## src/rtl/add8u_err_pkg.sv

```systemverilog
// Shared types and widths for the 8-bit approximate adder error scanner.
// Sweep space is every {b, a} operand pair, walked as a 16-bit count.
package add8u_err_pkg;

    localparam int OPW  = 8;
    localparam int SUMW = 9;
    localparam int CNTW = 17;
    localparam int ACCW = 25;
    localparam int KW   = 2 * OPW;
    localparam int DIFW = SUMW + 1;

    localparam int unsigned PAIRS = 65536;
    localparam logic [KW-1:0] K_LAST = KW'(PAIRS - 1);

    typedef enum logic [1:0] {
        S_IDLE,
        S_SWEEP,
        S_DRAIN,
        S_DONE
    } state_t;

    // Stage-1 capture of one driven pair and the adder's answer
    typedef struct packed {
        logic            valid;
        logic            last;
        logic [OPW-1:0]  a;
        logic [OPW-1:0]  b;
        logic [SUMW-1:0] o;
        logic [SUMW-1:0] exact;
    } s1_t;

    // |o - exact| via a 10-bit two's complement difference
    function automatic logic [SUMW-1:0] abs_err(
        input logic [SUMW-1:0] o,
        input logic [SUMW-1:0] exact
    );
        logic [DIFW-1:0] d;
        logic [DIFW-1:0] m;
        d = {1'b0, o} - {1'b0, exact};
        m = d[DIFW-1] ? (~d + DIFW'(1)) : d;
        return m[SUMW-1:0];
    endfunction

endpackage

```

## src/rtl/add8u_err_acc.sv

```systemverilog
// Stage 2 of the scanner: error magnitude, count, sum and worst case.
// The worst-case pair only moves on a strictly larger error.
module add8u_err_acc
    import add8u_err_pkg::*;
(
    input  logic            clk,
    input  logic            rst,
    input  logic            clr,
    input  logic            in_valid,
    input  logic [OPW-1:0]  a,
    input  logic [OPW-1:0]  b,
    input  logic [SUMW-1:0] o,
    input  logic [SUMW-1:0] exact,
    output logic [CNTW-1:0] err_cnt,
    output logic [ACCW-1:0] err_sum,
    output logic [SUMW-1:0] wce,
    output logic [OPW-1:0]  wce_a,
    output logic [OPW-1:0]  wce_b
);

    logic [SUMW-1:0] mag;

    // Magnitude of the captured pair's error
    always_comb begin
        mag = abs_err(o, exact);
    end

    // Accumulate statistics; clear wins over a valid sample
    always_ff @(posedge clk or posedge rst) begin
        if (rst) begin
            err_cnt <= '0;
            err_sum <= '0;
            wce     <= '0;
            wce_a   <= '0;
            wce_b   <= '0;
        end else if (clr) begin
            err_cnt <= '0;
            err_sum <= '0;
            wce     <= '0;
            wce_a   <= '0;
            wce_b   <= '0;
        end else if (in_valid) begin
            if (mag != '0) begin
                err_cnt <= err_cnt + 1'b1;
            end
            err_sum <= err_sum + ACCW'(mag);
            if (mag > wce) begin
                wce   <= mag;
                wce_a <= a;
                wce_b <= b;
            end
        end
    end

endmodule

```

## src/rtl/add8u_err_scanner.sv

```systemverilog
// Exhaustive error scanner for an external 8-bit approximate adder.
// Drives every operand pair once and reports count, sum and worst error.
module add8u_err_scanner
    import add8u_err_pkg::*;
(
    input  logic            clk,
    input  logic            rst,
    input  logic            start,
    output logic [OPW-1:0]  dut_a,
    output logic [OPW-1:0]  dut_b,
    input  logic [SUMW-1:0] dut_o,
    output logic            busy,
    output logic            done,
    output logic [CNTW-1:0] err_cnt,
    output logic [ACCW-1:0] err_sum,
    output logic [SUMW-1:0] wce,
    output logic [OPW-1:0]  wce_a,
    output logic [OPW-1:0]  wce_b
);

    state_t        state;
    logic [KW-1:0] k;
    s1_t           s1;
    logic          start_ok;

    // The counter register itself is the operand bus
    assign dut_a = k[OPW-1:0];
    assign dut_b = k[KW-1:OPW];

    // A start only counts when no sweep is in flight
    always_comb begin
        start_ok = start && ((state == S_IDLE) || (state == S_DONE));
    end

    // Sweep control FSM with registered busy/done
    always_ff @(posedge clk or posedge rst) begin
        if (rst) begin
            state <= S_IDLE;
            k     <= '0;
            busy  <= 1'b0;
            done  <= 1'b0;
        end else begin
            case (state)
                S_IDLE, S_DONE: begin
                    if (start) begin
                        state <= S_SWEEP;
                        k     <= '0;
                        busy  <= 1'b1;
                        done  <= 1'b0;
                    end
                end
                S_SWEEP: begin
                    if (k == K_LAST) begin
                        state <= S_DRAIN;
                    end else begin
                        k <= k + 1'b1;
                    end
                end
                S_DRAIN: begin
                    if (s1.valid && s1.last) begin
                        state <= S_DONE;
                        busy  <= 1'b0;
                        done  <= 1'b1;
                    end
                end
                default: begin
                    state <= S_IDLE;
                    busy  <= 1'b0;
                    done  <= 1'b0;
                end
            endcase
        end
    end

    // Stage 1: capture the pair driven this cycle and its exact sum
    always_ff @(posedge clk or posedge rst) begin
        if (rst) begin
            s1 <= '0;
        end else if (start_ok) begin
            s1.valid <= 1'b0;
            s1.last  <= 1'b0;
        end else begin
            s1.valid <= (state == S_SWEEP);
            s1.last  <= (k == K_LAST);
            s1.a     <= dut_a;
            s1.b     <= dut_b;
            s1.o     <= dut_o;
            s1.exact <= {1'b0, dut_a} + {1'b0, dut_b};
        end
    end

    add8u_err_acc u_acc (
        .clk      (clk),
        .rst      (rst),
        .clr      (start_ok),
        .in_valid (s1.valid),
        .a        (s1.a),
        .b        (s1.b),
        .o        (s1.o),
        .exact    (s1.exact),
        .err_cnt  (err_cnt),
        .err_sum  (err_sum),
        .wce      (wce),
        .wce_a    (wce_a),
        .wce_b    (wce_b)
    );

endmodule

```

## config.mk

```make
export PLATFORM = sky130hd
export DESIGN_NAME = add8u_err_scanner
export DESIGN_NICKNAME = d
export VERILOG_FILES = /design/src/rtl/add8u_err_pkg.sv /design/src/rtl/add8u_err_acc.sv /design/src/rtl/add8u_err_scanner.sv
export SDC_FILE = /design/constraint.sdc
export NUM_CORES = 1
export LEC_CHECK = 0
export CORE_ASPECT_RATIO = 1.1
export CORE_UTILIZATION = 52
export CTS_CLUSTER_SIZE = 24
export DETAILED_ROUTE_END_ITERATION = 8
export PLACE_DENSITY = 0.8
export RECOVER_POWER = 100
export SYNTH_ARGS = -nofsm -noshare
export SYNTH_HDL_FRONTEND = slang
export SYNTH_SLANG_ARGS = --single-unit
```

## constraint.sdc

```tcl
create_clock -name clk -period 7.45 [get_ports clk]
set_input_delay 2.235 -clock clk [delete_from_list [all_inputs] [get_ports clk]]
set_output_delay 2.235 -clock clk [all_outputs]
set_load 0.02 [all_outputs]
```

==> flow_metrics.tcl, run 1 <==
set metrics [dict create \
    min_path_type "register to register" \
    slew_violations 190 \
    hp-start "s1[23]$_DFFE_PP0N_" \
    hold_end "s1[23]$_DFFE_PP0N_" \
    end_kind "register" \
    drt_wl_total_um 15870 \
    dieArea_mm2 0.01385 \
    cp.required_ns 7.76 \
    final_cell_mix "nand2_1 (141), dfrtp_1 (123), dlygate4sd3_1 (87), nor2_1 (58)" \
    post_cts_buffers 0 \
    fin_skew_ns 0.006958 \
    synthDominantCellAreaShare_pct 44.22 \
    period_share_pct 78.12 \
    die_w_um 112.3 \
    crit_fanout 27 \
    htree_num_levels 4 \
    r2r-start "s1[0]$_DFFE_PP0N_" \
    synth_area_mm2 0.006960 \
    avgSynthCellArea_um2 8.889 \
    grt.total_usage_pct 24.66 \
    root_buffer "clkbuf_16" \
    leakage_nw 4.127 \
    yosys.area.top_type "dfrtp_1" \
    antenna_found_initial 0 \
    nets 930 \
    critical_path_buf_inv_count 1 \
    core_area_mm2 0.01280 \
    place.port_buffers 96 \
    dp_cells 1011 \
    cts_buffers 17 \
    yosys_warnings 0 \
    synth_edf_count 0 \
    fill_cells 1067 \
    cts_buffer_depth 2 \
    cts_resized 0 \
    synthFlopType "dfrtp_1" \
    stdcell_count 1043 \
    drc 6 \
    synth_area_leaders "dfrtp_1 (44%), nand2_1 (7.6%), ha_1 (7.5%), a21oi_1 (4.0%), o21ai_0 (3.9%)" \
    r2r_end "u_acc.err_cnt[10]$_DFFE_PP0P_" \
    worstSkewPairLatency_ns 0.42 \
    drt-vias-per-instance 5.620 \
    crit_path_top_delay_cell "nor3_1" \
    rsz0062_at_grt "no" \
    critPathKind "register to register" \
    vias 5862 \
    pwr_density_cell_mw_per_mm2 507.6 \
    layout_commonest_cell "nand2_1" \
    synth_nets 840 \
    drt_iter0_drc 392 \
    grt_pass1_vias 5560 \
    path_clk_slew_ns 0.06 \
    cap_viol_max_count 4 \
    cts.sinks 123 \
    setup-tns-final_ns 0 \
    dp_hpwl_um 10890 \
    status "finished with violations" \
    rows 43 \
    final_antenna_net_count 0 \
    yosysUniqueCellTypes 57 \
    dieHeight_um 123.3 \
    slew_headroom_pct -54.81 \
    start_util_pct 54.36 \
    cp.arrival_ns 6.13 \
    first_pass_iters 9 \
    cts_tree "done" \
    antenna_cells 0 \
    reg2reg_slack_ns 1.63 \
    syn_to_final_growth_pct 24.25 \
    ios 97 \
    worstPathCellList "ha_1 -> fa_1 -> xor2_1 -> nand3_1 -> a2111oi_0 -> a21oi_1 -> xnor2_1 -> inv_2 -> a2111o_1 -> nor3_1 -> o311ai_0 -> o41ai_1" \
    multi_input_area_mm2 0.003548 \
    seq_area_frac_synth_pct 44.22 \
    async_flop_share_pct 100.0 \
    finalSetupViolCount 0 \
    reg2regPathDepth 12 \
    grt_max_degree 82 \
    violations "DRC, capacitance limit, slew limit" \
    syn_inst 783 \
    gp_congestion 0.9350 \
    fmax_ghz 0.1718 \
    ir_drop_uv 467.1 \
    critPathLaunchType "register" \
    ys_seq_elements 123 \
    wl_per_cell_um 15.21 \
    min_path_cells 2 \
    critical-path-top-delay-family "simple AND/OR/NAND/NOR gates" \
    cts_hold_buf 0 \
    grt_overflow 0 \
    period_minus_slack_ns 5.820 \
    worstMarginPinSlew_ns 2.304 \
    cp_slowest_stage_delay_ns 1.73 \
    layout-drive-gt1-share_pct 5.418 \
    grt_pass1_wl_um 26700 \
    hold_violations 0 \
    ff_latch_area_mm2 0.003078 \
]
-- Yosys cell counts, types with 6 or more instances --
library cell  instances
and3_1                9
mux2i_1               6
inv_1                48
nand2_1             141
ha_1                 42
a211oi_1             10
o21a_1                6
or4_1                 8
a21oi_1              56
xnor2_1              19
xor2_1               19
nor2_1               58
o21ai_0              54
and2_1                6
nand3_1              33
nand4_1              12
dfrtp_1             123
clkbuf_1             21
a21o_1                6
nand2b_1              6
o31ai_1              14
or3_1                19
-- tightest hold or removal path, delay by kind of cell, from the launching register on --
kind	cells	cell delay [ns]
flip-flops	1	0.34
AND/OR/NAND/NOR	2	0.10
-- worst max-delay path by stage --
stage	startpoint	end	slack (ns)	cells after the start
after global routing	s1[0]$_DFFE_PP0N_	u_acc.err_cnt[10]$_DFFE_PP0P_	1.19	12
after global placement	s1[0]$_DFFE_PP0N_	u_acc.wce[4]$_DFFE_PP0P_	2.88	15
after CTS	s1[0]$_DFFE_PP0N_	u_acc.wce[1]$_DFFE_PP0P_	2.68	15
after floorplan	rst	busy$_DFFE_PP0P_	1.94	1
final	s1[0]$_DFFE_PP0N_	u_acc.err_cnt[10]$_DFFE_PP0P_	1.63	12
after detailed placement	s1[0]$_DFFE_PP0N_	u_acc.wce[1]$_DFFE_PP0P_	2.71	15
-- stage by stage --
| step | hold WS, ns | area [um2] | setup slack (ns) | power (mW) | util [%] |
|---|---|---|---|---|---|
| after floorplan | 0.4386 | 6960 | 1.944 | 2.940 | - |
| after global placement | 0.4494 | 8036 | 2.878 | 3.484 | 62.76 |
| after detailed placement | 0.4550 | 8036 | 2.707 | 3.537 | 62.76 |
| after CTS | 0.4690 | 8688 | 2.676 | 4.473 | 67.85 |
| after global routing | 0.4906 | 8648 | 1.195 | 4.777 | 67.54 |
| final | 0.4645 | 8648 | 1.630 | 4.390 | 67.54 |
-- area by class of cell --
type,count,share of cell area [%]
Multi-Input combinational cell,581,41.03
Clock inverter,12,2.141
Tap cell,157,2.271
Timing Repair Buffer,101,11.43
Inverter,49,2.141
Sequential cell,123,35.59
Clock buffer,20,5.396
-- sequential cells by signal (all words and copies together) (netlist names) --
signal,cells
s1,36
u_acc.err_sum,25
u_acc.err_cnt,17
k,16
u_acc.wce,9
u_acc.wce_a,8
u_acc.wce_b,8
state,2
busy,1
done,1
-- power breakdown --
group	leakage (nW)	internal, mW	switching (mW)
sequential	1.66	0.799	0.101
combinational	2.15	0.998	1.59
clock	0.317	0.590	0.310
total	4.13	2.39	2.00
-- metal layers --
layer / routed length, um / vias up / global-route usage (%)
met5: 0 / - / 0
met4: 228 / 0 / 8.833
met3: 742 / 21 / 5.343
met2: 7705 / 151 / 40.80
met1: 7190 / 2787 / 32.18
li1: - / 2903 / -
-- logic make-up (layout without fill, tap and decap cells) --
logic type	count (synthesis)	after routing	share of synthesized area [%]
buffers and inverters	79	182	4.602
muxes	6	6	0.8629
AOI/OAI and AO/OA	179	179	15.94
xor gates and xnor gates	40	40	5.339
DFF	123	123	44.22
adders and majority gates	45	45	8.413
and+or+nand+nor	311	311	20.62
Note: power is estimated with default switching activity, not from simulation.
==> run 2: changes to the inputs <==
Clock period 7.45 ns to 5.5 ns, I/O delays scaled along.
==> run 2 against run 1 <==
  * The flow still finishes with violations (DRC, capacitance limit, slew limit)
  * Sequential power rose by 36%
  * Sequential share of layout area hardly changed
  * Critical path depth is 8 lower
  * Critical path type is now input pin to register
  * Largest cell class unchanged
  * Highest routed layer unchanged
==> flow_metrics.tcl, run 2 (synthesis results as in run 1) <==
set metrics [dict create \
    largestRegisters "s1 (36), u_acc.err_sum (25), u_acc.err_cnt (17)" \
    slew_headroom_pct -98.57 \
    antenna_found_initial 0 \
    met2_usage_pct 42.78 \
    dieArea_mm2 0.01385 \
    dieHeight_um 123.3 \
    violations "DRC, capacitance limit, slew limit" \
    critPathKind "input pin to register" \
    die_w_um 112.3 \
    layout_commonest_cell "nand2_1" \
    root_buffer "clkbuf_16" \
    slew_violations 189 \
    cts_buffers 17 \
    fmax_ghz 0.2089 \
    worstMarginPinSlew_ns 2.978 \
    regMostFlops "s1" \
    finish.utilization_pct 67.48 \
    nets 930 \
    core_area_mm2 0.01280 \
    layout-drive-gt1-share_pct 5.311 \
    grt_max_degree 82 \
    dp_hpwl_um 11180 \
    top_usage_layer "met2" \
    antenna_cells 0 \
    status "finished with violations" \
    leakage_nw 4.116 \
    final_cell_mix "nand2_1 (141), dfrtp_1 (123), dlygate4sd3_1 (87), nor2_1 (58), a21oi_1 (56)" \
    cts_hold_buf 0 \
    use_met3_pct 4.461 \
    cts_buffer_depth 2 \
    setup-tns-final_ns 0 \
    grtUsageMet1_pct 32.13 \
    drt_iter0_drc 383 \
    min_path_type "register to register" \
    reg2regPathDepth 12 \
    syn_to_final_growth_pct 24.14 \
    grt_pass1_wl_um 27160 \
    crit_fanout 59 \
    rsz0062_at_grt "no" \
    cts_tree "done" \
    cp.required_ns 5.77 \
    post_cts_buffers 0 \
    cap_viol_max_count 3 \
    rows 43 \
    min_path_cells 2 \
    wl_per_cell_um 15.81 \
    period_share_pct 87.02 \
    pwr_density_cell_mw_per_mm2 688.8 \
    cts_resized 0 \
    final_antenna_net_count 0 \
    cts.sinks 123 \
    drc 7 \
    place.port_buffers 96 \
    grt.total_usage_pct 25.23 \
    start_util_pct 54.36 \
    critPathLaunchType "input pin" \
    path_clk_slew_ns 0.05 \
    finalSetupViolCount 0 \
    hold_violations 0 \
    ir_drop_uv 480.3 \
    drt_wl_total_um 16470 \
    period_minus_slack_ns 4.786 \
    gp_congestion 0.9415 \
    vias 5943 \
    end_kind "register" \
    largest_reg_flops 36 \
    grt_overflow 0 \
    worstSkewPairLatency_ns 0.42 \
    drt-vias-per-instance 5.703 \
    fin_skew_ns 0.008950 \
    cp.arrival_ns 5.06 \
    grt_pass1_vias 5562 \
    ios 97 \
    htree_num_levels 4 \
    first_pass_iters 9 \
]
[run 2: cell count changes in the layout (fill, tap and decap cells not counted), moves of 2 or more]
cell / before / now
clkbuf_8: 3 / 1
clkinv_4: 4 / 0
clkinvlp_4: 1 / 4
o311ai_0: 2 / 0
o311ai_1: 0 / 2
[run 2: layout make-up]
| class | count | area (um2) |
|---|---|---|
| Clock buffer | 20 | 446.7 |
| Clock inverter | 11 | 168.9 |
| Fill cell | 1034 | 4164 |
| Inverter | 49 | 185.2 |
| Multi-Input combinational cell | 581 | 3560 |
| Sequential cell | 123 | 3078 |
| Tap cell | 157 | 196.4 |
| Timing Repair Buffer | 101 | 1006 |
[run 2: worst max-delay path, stage by stage]
cell and delay (ns):
dlygate4sd3_1 0.57, and2_0 2.16, buf_4 0.55, o31ai_1 0.11
[run 2: report_power, final]
part | leakage, nW | internal, mW | switching [mW]
logic | 2.17 | 1.36 | 2.20
registers | 1.66 | 1.08 | 0.134
clock network | 0.289 | 0.766 | 0.409
total | 4.12 | 3.20 | 2.75
[run 2: worst paths after layout]
check	start	to	slack (ns)
min in group asynchronous	rst	u_acc.err_cnt[8]$_DFFE_PP0P_	2.25
max in group asynchronous	rst	s1[11]$_DFFE_PP0N_	2.12
setup / recovery	start	u_acc.wce[0]$_DFFE_PP0P_	0.71
hold / removal	s1[25]$_DFFE_PP0N_	s1[25]$_DFFE_PP0N_	0.47
hold reg to reg	s1[25]$_DFFE_PP0N_	s1[25]$_DFFE_PP0N_	0.47
setup reg to reg	s1[0]$_DFFE_PP0N_	u_acc.err_cnt[2]$_DFFE_PP0P_	0.79
[run 2: through the flow]
step                hold WS (ns)  setup WS [ns]  power [mW]  cell area [um2]  std cells
global placement          0.4498          1.218       4.739             8049       1011
finish                    0.4662         0.7137       5.952             8641       1042
CTS                       0.4688          1.065       6.051             8665       1042
detailed placement        0.4565          1.052       4.826             8049       1011
global route              0.4920         0.3476       6.455             8641       1042
floorplan                 0.4386         0.5791       3.982             6960        783
[run 2: layer usage]
metal | vias up | share of wire, %
met1 | 2868 | 44
met2 | 158 | 50
met5 | - | 0
met4 | 0 | 1.7
li1 | 2895 | -
met3 | 22 | 4.3
==> run 3: changes to the inputs <==
--- a/config.mk
+++ b/config.mk
@@ -7,2 +7,3 @@
 export LEC_CHECK = 0
+export ABC_CLOCK_PERIOD_IN_PS = 5500
 export CORE_ASPECT_RATIO = 1.1
--- a/constraint.sdc
+++ b/constraint.sdc
@@ -3,2 +3,2 @@
 set_output_delay 1.65 -clock clk [all_outputs]
-set_load 0.02 [all_outputs]
+set_load 0.1 [all_outputs]
==> results of run 3 <==
Same layout as run 2 (identical final DEF). Status: finished with violations: DRC, capacitance limit, slew limit.
Power of run 3 is not shown: default switching activity piles up to over one toggle a cycle in this logic, so the estimate is an artifact.
==> patch 1, RTL diff (settings of run 2) <==
Set the package constant `OPW` to 4 (it was 8).
--- a/src/rtl/add8u_err_pkg.sv
+++ b/src/rtl/add8u_err_pkg.sv
@@ -2,7 +2,7 @@
 // Sweep space is every {b, a} operand pair, walked as a 16-bit count.
 package add8u_err_pkg;
 
-    localparam int OPW  = 8;
+    localparam int OPW  = 4;
     localparam int SUMW = 9;
     localparam int CNTW = 17;
     localparam int ACCW = 25;
Interface: changed (resized dut_a, dut_b, wce_a and wce_b); port bits go from 97 to 81. The function was not compared with the original's and may differ.
==> patch 1 against run 2 <==
The run ends with max-capacitance violations, max-slew violations left. Sequential cell count shrank 28. Fmax grew 2.6%. Clock skew shrank 2.2 ps. Total power shrank 28%. Routed wire length shrank 16%. Setup slack gained 120 ps. Via count shrank 17%. First-iteration DRC count shrank 20%. Final area shrank 20%. Sequential share of layout area shrank 1.1 points. Area after synthesis shrank 18%. Global-route usage grew 0.90 points. Worst hold slack gained 8.6 ps. Utilization shrank 2.1 points. Critical path type unchanged.
==> patch 1: results (changes against run 2) <==
- Reg2Reg Launch Point: s1[1] (was s1[0])
- Failing checks: max-capacitance violations, max-slew violations (was design-rule violations, max-capacitance violations, max-slew violations)
- Status: complete, but fails checks (unchanged)
- Relative slew slack: -75.70% (was -98.57%)
- Fmax: 0.2143 GHz (was 0.2089 GHz)
- Top cells by count, synth: dfrtp_1 (95), nand2_1 (88), nor2_1 (61) (was nand2_1 (141), dfrtp_1 (123), nor2_1 (58))
- Min-Delay Startpoint: s1[24] (was s1[25])
- Max-slew violations: 191 (was 189)
- H-tree depth: 3 (was 4)
- Syn Nets: 689 (was 840)
- RR Endpoint: u_acc.wce[7] (was u_acc.err_cnt[2])
- Max Cap Viol: 4 (was 3)
- DP Cell Count: 841 (was 1011)
- Nets: 758 (was 930)
- Top Registers: u_acc.err_sum x25, s1 x24, u_acc.err_cnt x17 (was s1 x36, u_acc.err_sum x25, u_acc.err_cnt x17)
- Drt total wl: 13860 um (was 16470 um)
- GR Util met2: 41.74% (was 42.78%)
- Grt met3 use: 3.766% (was 4.461%)
- HPWL after DPL: 9819 um (was 11180 um)
- Worst R2R Path Depth: 17 (was 12)
- Drt via density: 5.787 (was 5.703)
- Num CTS Buffers: 9 (was 17)
- Clk_lat worst skew: 350 ps (was 420 ps)
- First-pass DRT Iterations: 5 (was 9)
- Starting DRC count in detailed routing: 308 (was 383)
- Clk_skew: 6.797 ps (was 8.950 ps)
- R2R setup slack: 980 ps (was 790 ps)
- Largest net degree at the start of global routing: 51 (was 82)
- Post-synthesis sequential area ratio: 41.59% (was 44.22%)
- Gr usage total: 26.12% (was 25.23%)
patch 1: critical path: stages:
cell,delay [ps]
dlygate4sd3_1,660
and2_0,1950
buf_4,530
nor2_1,90
patch 1: metal layers:
metal | routed length, um | share of wire (%)
met1 | 6309 | 46
met2 | 6703 | 48
met3 | 562 | 4.1
met4 | 279 | 2.0
met5 | 0 | 0
patch 1: per-stage QoR:
step / total power [mW] / instance area [sq um] / hold WS, ps
after floorplan: 2.998 / 5715 / 438.4
after global placement: 3.587 / 6626 / 455.1
after detailed placement: 3.677 / 6626 / 460.6
after CTS: 4.296 / 6910 / 474.9
after global routing: 4.627 / 6889 / 501.9
final: 4.275 / 6889 / 474.9
patch 1: how the worst min path moves through the flow:
stage                     slack, ps      to
after floorplan                 440  s1[18]
after global placement          460  s1[24]
after detailed placement        460  s1[24]
after CTS                       470  s1[22]
after global routing            500  s1[11]
final                           470  s1[24]
patch 1: logic make-up (layout without fill, tap and decap cells):
kind of cell             after synthesis  count (layout)  synth area share [%]
flip-flops                            95              95                 41.59
AO/OA/AOI/OAI                        140             140                 15.89
multiplexers                          11              11                 1.948
buffers and inverters                 65             138                 4.532
AND/OR/NAND/NOR                      254             254                 21.48
adder cells (fa/ha/maj)               37              37                 8.494
XOR/XNOR                              38              38                 6.064
patch 1: final cells by class:
type	instances	share of cell area [%]
inverters	36	1.980
repair buffers	87	12.22
clock inverters	4	0.4540
flip-flops and latches	95	34.51
multi-input cells	480	44.57
clock buffers	11	3.669
well taps	143	2.597
patch 1: power breakdown:
part | internal (mW) | switching (mW) | leakage [nW] | total [mW]
Clock | 0.329 | 0.268 | 0.130 | 0.598
Combinational | 1.03 | 1.62 | 1.84 | 2.65
Sequential | 0.854 | 0.178 | 1.27 | 1.03
Total | 2.21 | 2.07 | 3.24 | 4.28
==> patch 2, RTL diff (flow settings as in run 2) <==
Made on the original files. Register the inputs `start` and `dut_o` before use, cleared by the reset. The logic sees them one clock later.
--- a/src/rtl/add8u_err_scanner.sv
+++ b/src/rtl/add8u_err_scanner.sv
@@ -18,6 +18,19 @@
     output logic [OPW-1:0]  wce_b
 );
 
+    logic start_q;
+    logic [SUMW-1:0] dut_o_q;
+
+    always_ff @(posedge clk or posedge rst) begin
+        if (rst) begin
+            start_q <= '0;
+            dut_o_q <= '0;
+        end else begin
+            start_q <= start;
+            dut_o_q <= dut_o;
+        end
+    end
+
     state_t        state;
     logic [KW-1:0] k;
     s1_t           s1;
@@ -29,7 +42,7 @@
 
     // A start only counts when no sweep is in flight
     always_comb begin
-        start_ok = start && ((state == S_IDLE) || (state == S_DONE));
+        start_ok = start_q && ((state == S_IDLE) || (state == S_DONE));
     end
 
     // Sweep control FSM with registered busy/done
@@ -42,7 +55,7 @@
         end else begin
             case (state)
                 S_IDLE, S_DONE: begin
-                    if (start) begin
+                    if (start_q) begin
                         state <= S_SWEEP;
                         k     <= '0;
                         busy  <= 1'b1;
@@ -84,7 +97,7 @@
             s1.last  <= (k == K_LAST);
             s1.a     <= dut_a;
             s1.b     <= dut_b;
-            s1.o     <= dut_o;
+            s1.o     <= dut_o_q;
             s1.exact <= {1'b0, dut_a} + {1'b0, dut_b};
         end
     end
Check against the original RTL: not equivalent (a bounded check fails within 4 cycles, from zero or initial values and one cycle with rst high).
==> patch 2 against run 2 <==
The flow finishes with violations (max-capacitance violations, max-slew violations). Sequential power increased by 7%. Area after synthesis is 9.3% higher. Non-clock buffer count shrank 1. Setup slack got worse by 9.8 ps. Total power is 13% higher. Routed wire length up 1.1%. Sequential share of layout area up 0.19 points. Sequential cell count up 10. Final area grew 7.6%. Critical path type is now flop to flop.
==> patch 2: results (changes against run 2) <==
- Async set or reset register ratio after synthesis: 100.0% (unchanged)
- Max Cap Viol: 3 (unchanged)
- PostCTS Resize Cnt: 0 (unchanged)
- Maximum VDD drop: 0.0003752 V (was 0.0004803 V)
- Clock slew at reported path FFs: 60 ps
- Synth Warn #: 0 (unchanged)
- Detailed-route via count: 6058 (was 5943)
- Maximum fanout along the worst path: 12 (was 59)
- Clock Path Buffers: 2 (unchanged)
- Largest net degree at the start of global routing: 72 (was 82)
- Leakage: 4.396 nW (was 4.116 nW)
- Antenna diodes: 0 (unchanged)
- Starting DRC count in detailed routing: 339 (was 383)
- Layout fillers: 1117 (was 1034)
- Synth area leaders: dfrtp_1 (44%), nand2_1 (8.0%), ha_1 (6.9%), mux2i_1 (4.3%), xnor2_1 (3.3%) (was dfrtp_1 (44%), nand2_1 (7.6%), ha_1 (7.5%), a21oi_1 (4.0%), o21ai_0 (3.9%))
- Gpl congestion: 0.8507 (was 0.9415)
- Compound-Gate Fraction of Synth Area: 13.72% (was 15.94%)
- Syn Nets: 862 (was 840)
- First-pass DRT Iterations: 5 (was 9)
- Post-CTS Setup Inserts: 0 (unchanged)
- First-pass GRT wire length: 27800 um (was 27160 um)
- Adder-Cell Fraction of Synth Area: 7.697% (was 8.413%)
- Post-Synth XOR/XNOR Area: 6.776% (was 5.339%)
- Relative slew slack: -87.13% (was -98.57%)
- Post-CTS Hold Buffers: 0 (unchanged)
- H-tree depth: 4 (unchanged)
- Nets: 951 (was 930)
- Setup TNS Final: 0 ps (unchanged)
- HPWL after DPL: 11460 um (was 11180 um)
- Hold crit path type: flop to flop (unchanged)
- Gr usage total: 23.05% (was 25.23%)
- Clk_lat worst skew: 420 ps (about the same)
- Status: complete, but fails checks (unchanged)
- Max-slew violations: 186 (was 189)
- Clock tree root buffer cell: clkbuf_16 (unchanged)
- Clk_skew: 7.523 ps (was 8.950 ps)
- Buffers on Ports: 96 (unchanged)
- Cell Area, Placed: 0.008702 sq mm (was 0.008049 sq mm)
- Layout cell share with drive strength beyond 1: 6.395% (was 5.311%)
- DP Cell Count: 1067 (was 1011)
- Top Registers: s1 x36, u_acc.err_sum x25, u_acc.err_cnt x17 (unchanged)
- Post-synthesis sequential area ratio: 43.75% (was 44.22%)
- Number of global-route vias before repair: 5799 (was 5562)
- Drt total wl: 16650 um (was 16470 um)
- Post-synthesis mux area share: 4.490% (was 0.8628%)
- Drt via density: 5.512 (was 5.703)
- Num CTS Buffers: 17 (unchanged)
- Antenna violations before repair: 0 (unchanged)
- Top cells by count, synth: nand2_1 (162), dfrtp_1 (133), nor2_1 (63) (was nand2_1 (141), dfrtp_1 (123), nor2_1 (58))
- Syn_area_per_cell: 9.450 sq um (was 8.889 sq um)
- Failing checks: max-capacitance violations, max-slew violations (was design-rule violations, max-capacitance violations, max-slew violations)
- Ys flop type: dfrtp_1 (unchanged)
- Library cells used by synthesis: 77 (was 57)
[patch 2: cell types whose count changed in the layout (fill, tap and decap cells not counted), moves of 10 or more]
cell / run 2 / this run
nand2_1: 141 / 162
nand3_1: 33 / 19
mux2i_1: 6 / 33
o21ai_0: 55 / 31
xnor2_1: 19 / 29
dfrtp_1: 123 / 133
a21oi_1: 56 / 42
[patch 2: per-stage QoR]
| stage | utilization (%) | setup slack (ps) |
|---|---|---|
| finish | 64.85 | 703.9 |
| global route | 64.85 | 219.5 |
| CTS | 65.03 | 821.2 |
| detailed placement | 60.72 | 902.5 |
| global placement | 60.72 | 1086 |
| floorplan | - | 295.6 |
[patch 2: power by group]
part,internal (mW),switching (mW)
Combinational,1.63,2.60
Clock,0.750,0.427
Sequential,1.15,0.149
[patch 2: kinds of logic after synthesis]
logic type,Yosys count
compound gates,145
xor+xnor,48
buf+inv,76
mux,34
flops,133
fa+ha+maj,45
simple gates,324
[patch 2: final timing paths]
path                             from                end  slack (ps)  cells past startpoint
max in group asynchronous         rst       u_acc.wce[5]        1390                      2
max reg2reg                     s1[4]  u_acc.err_sum[21]         700                     17
min in group asynchronous         rst   u_acc.err_cnt[5]        2600                      2
max                             s1[4]  u_acc.err_sum[21]         700                     17
min                        dut_o_q[2]             s1[11]         450                      2
min reg2reg                dut_o_q[2]             s1[11]         450                      2
[patch 2: critical path, cell delays in order (launching register included)]
cell	delay, ps
dfrtp_1	350
inv_1	50
ha_1	460
a21o_1	290
a31oi_2	190
nand2_1	160
a41o_1	420
a21oi_1	370
ha_1	300
a21o_1	180
a21oi_1	200
o21ai_0	100
a21oi_1	210
o21ai_0	190
a31oi_1	700
nor3_1	190
xnor2_1	200
nor2_1	50
[patch 2: metal layers]
metal | routed length (um) | track usage, %
met5 | 0 | 0
met4 | 340 | 9.244
met3 | 486 | 3.856
met2 | 8228 | 39.33
met1 | 7593 | 29.41
[patch 2: layout make-up]
type / count / area (sq um) / area share, %
flip-flops and latches: 133 / 3328 / 35.81
repair buffers: 100 / 996.0 / 10.72
clock buffers: 21 / 470.5 / 5.062
clock inverters: 11 / 146.4 / 1.575
multi-input cells: 596 / 3940 / 42.39
inverters: 46 / 172.7 / 1.858
well taps: 192 / 240.2 / 2.585
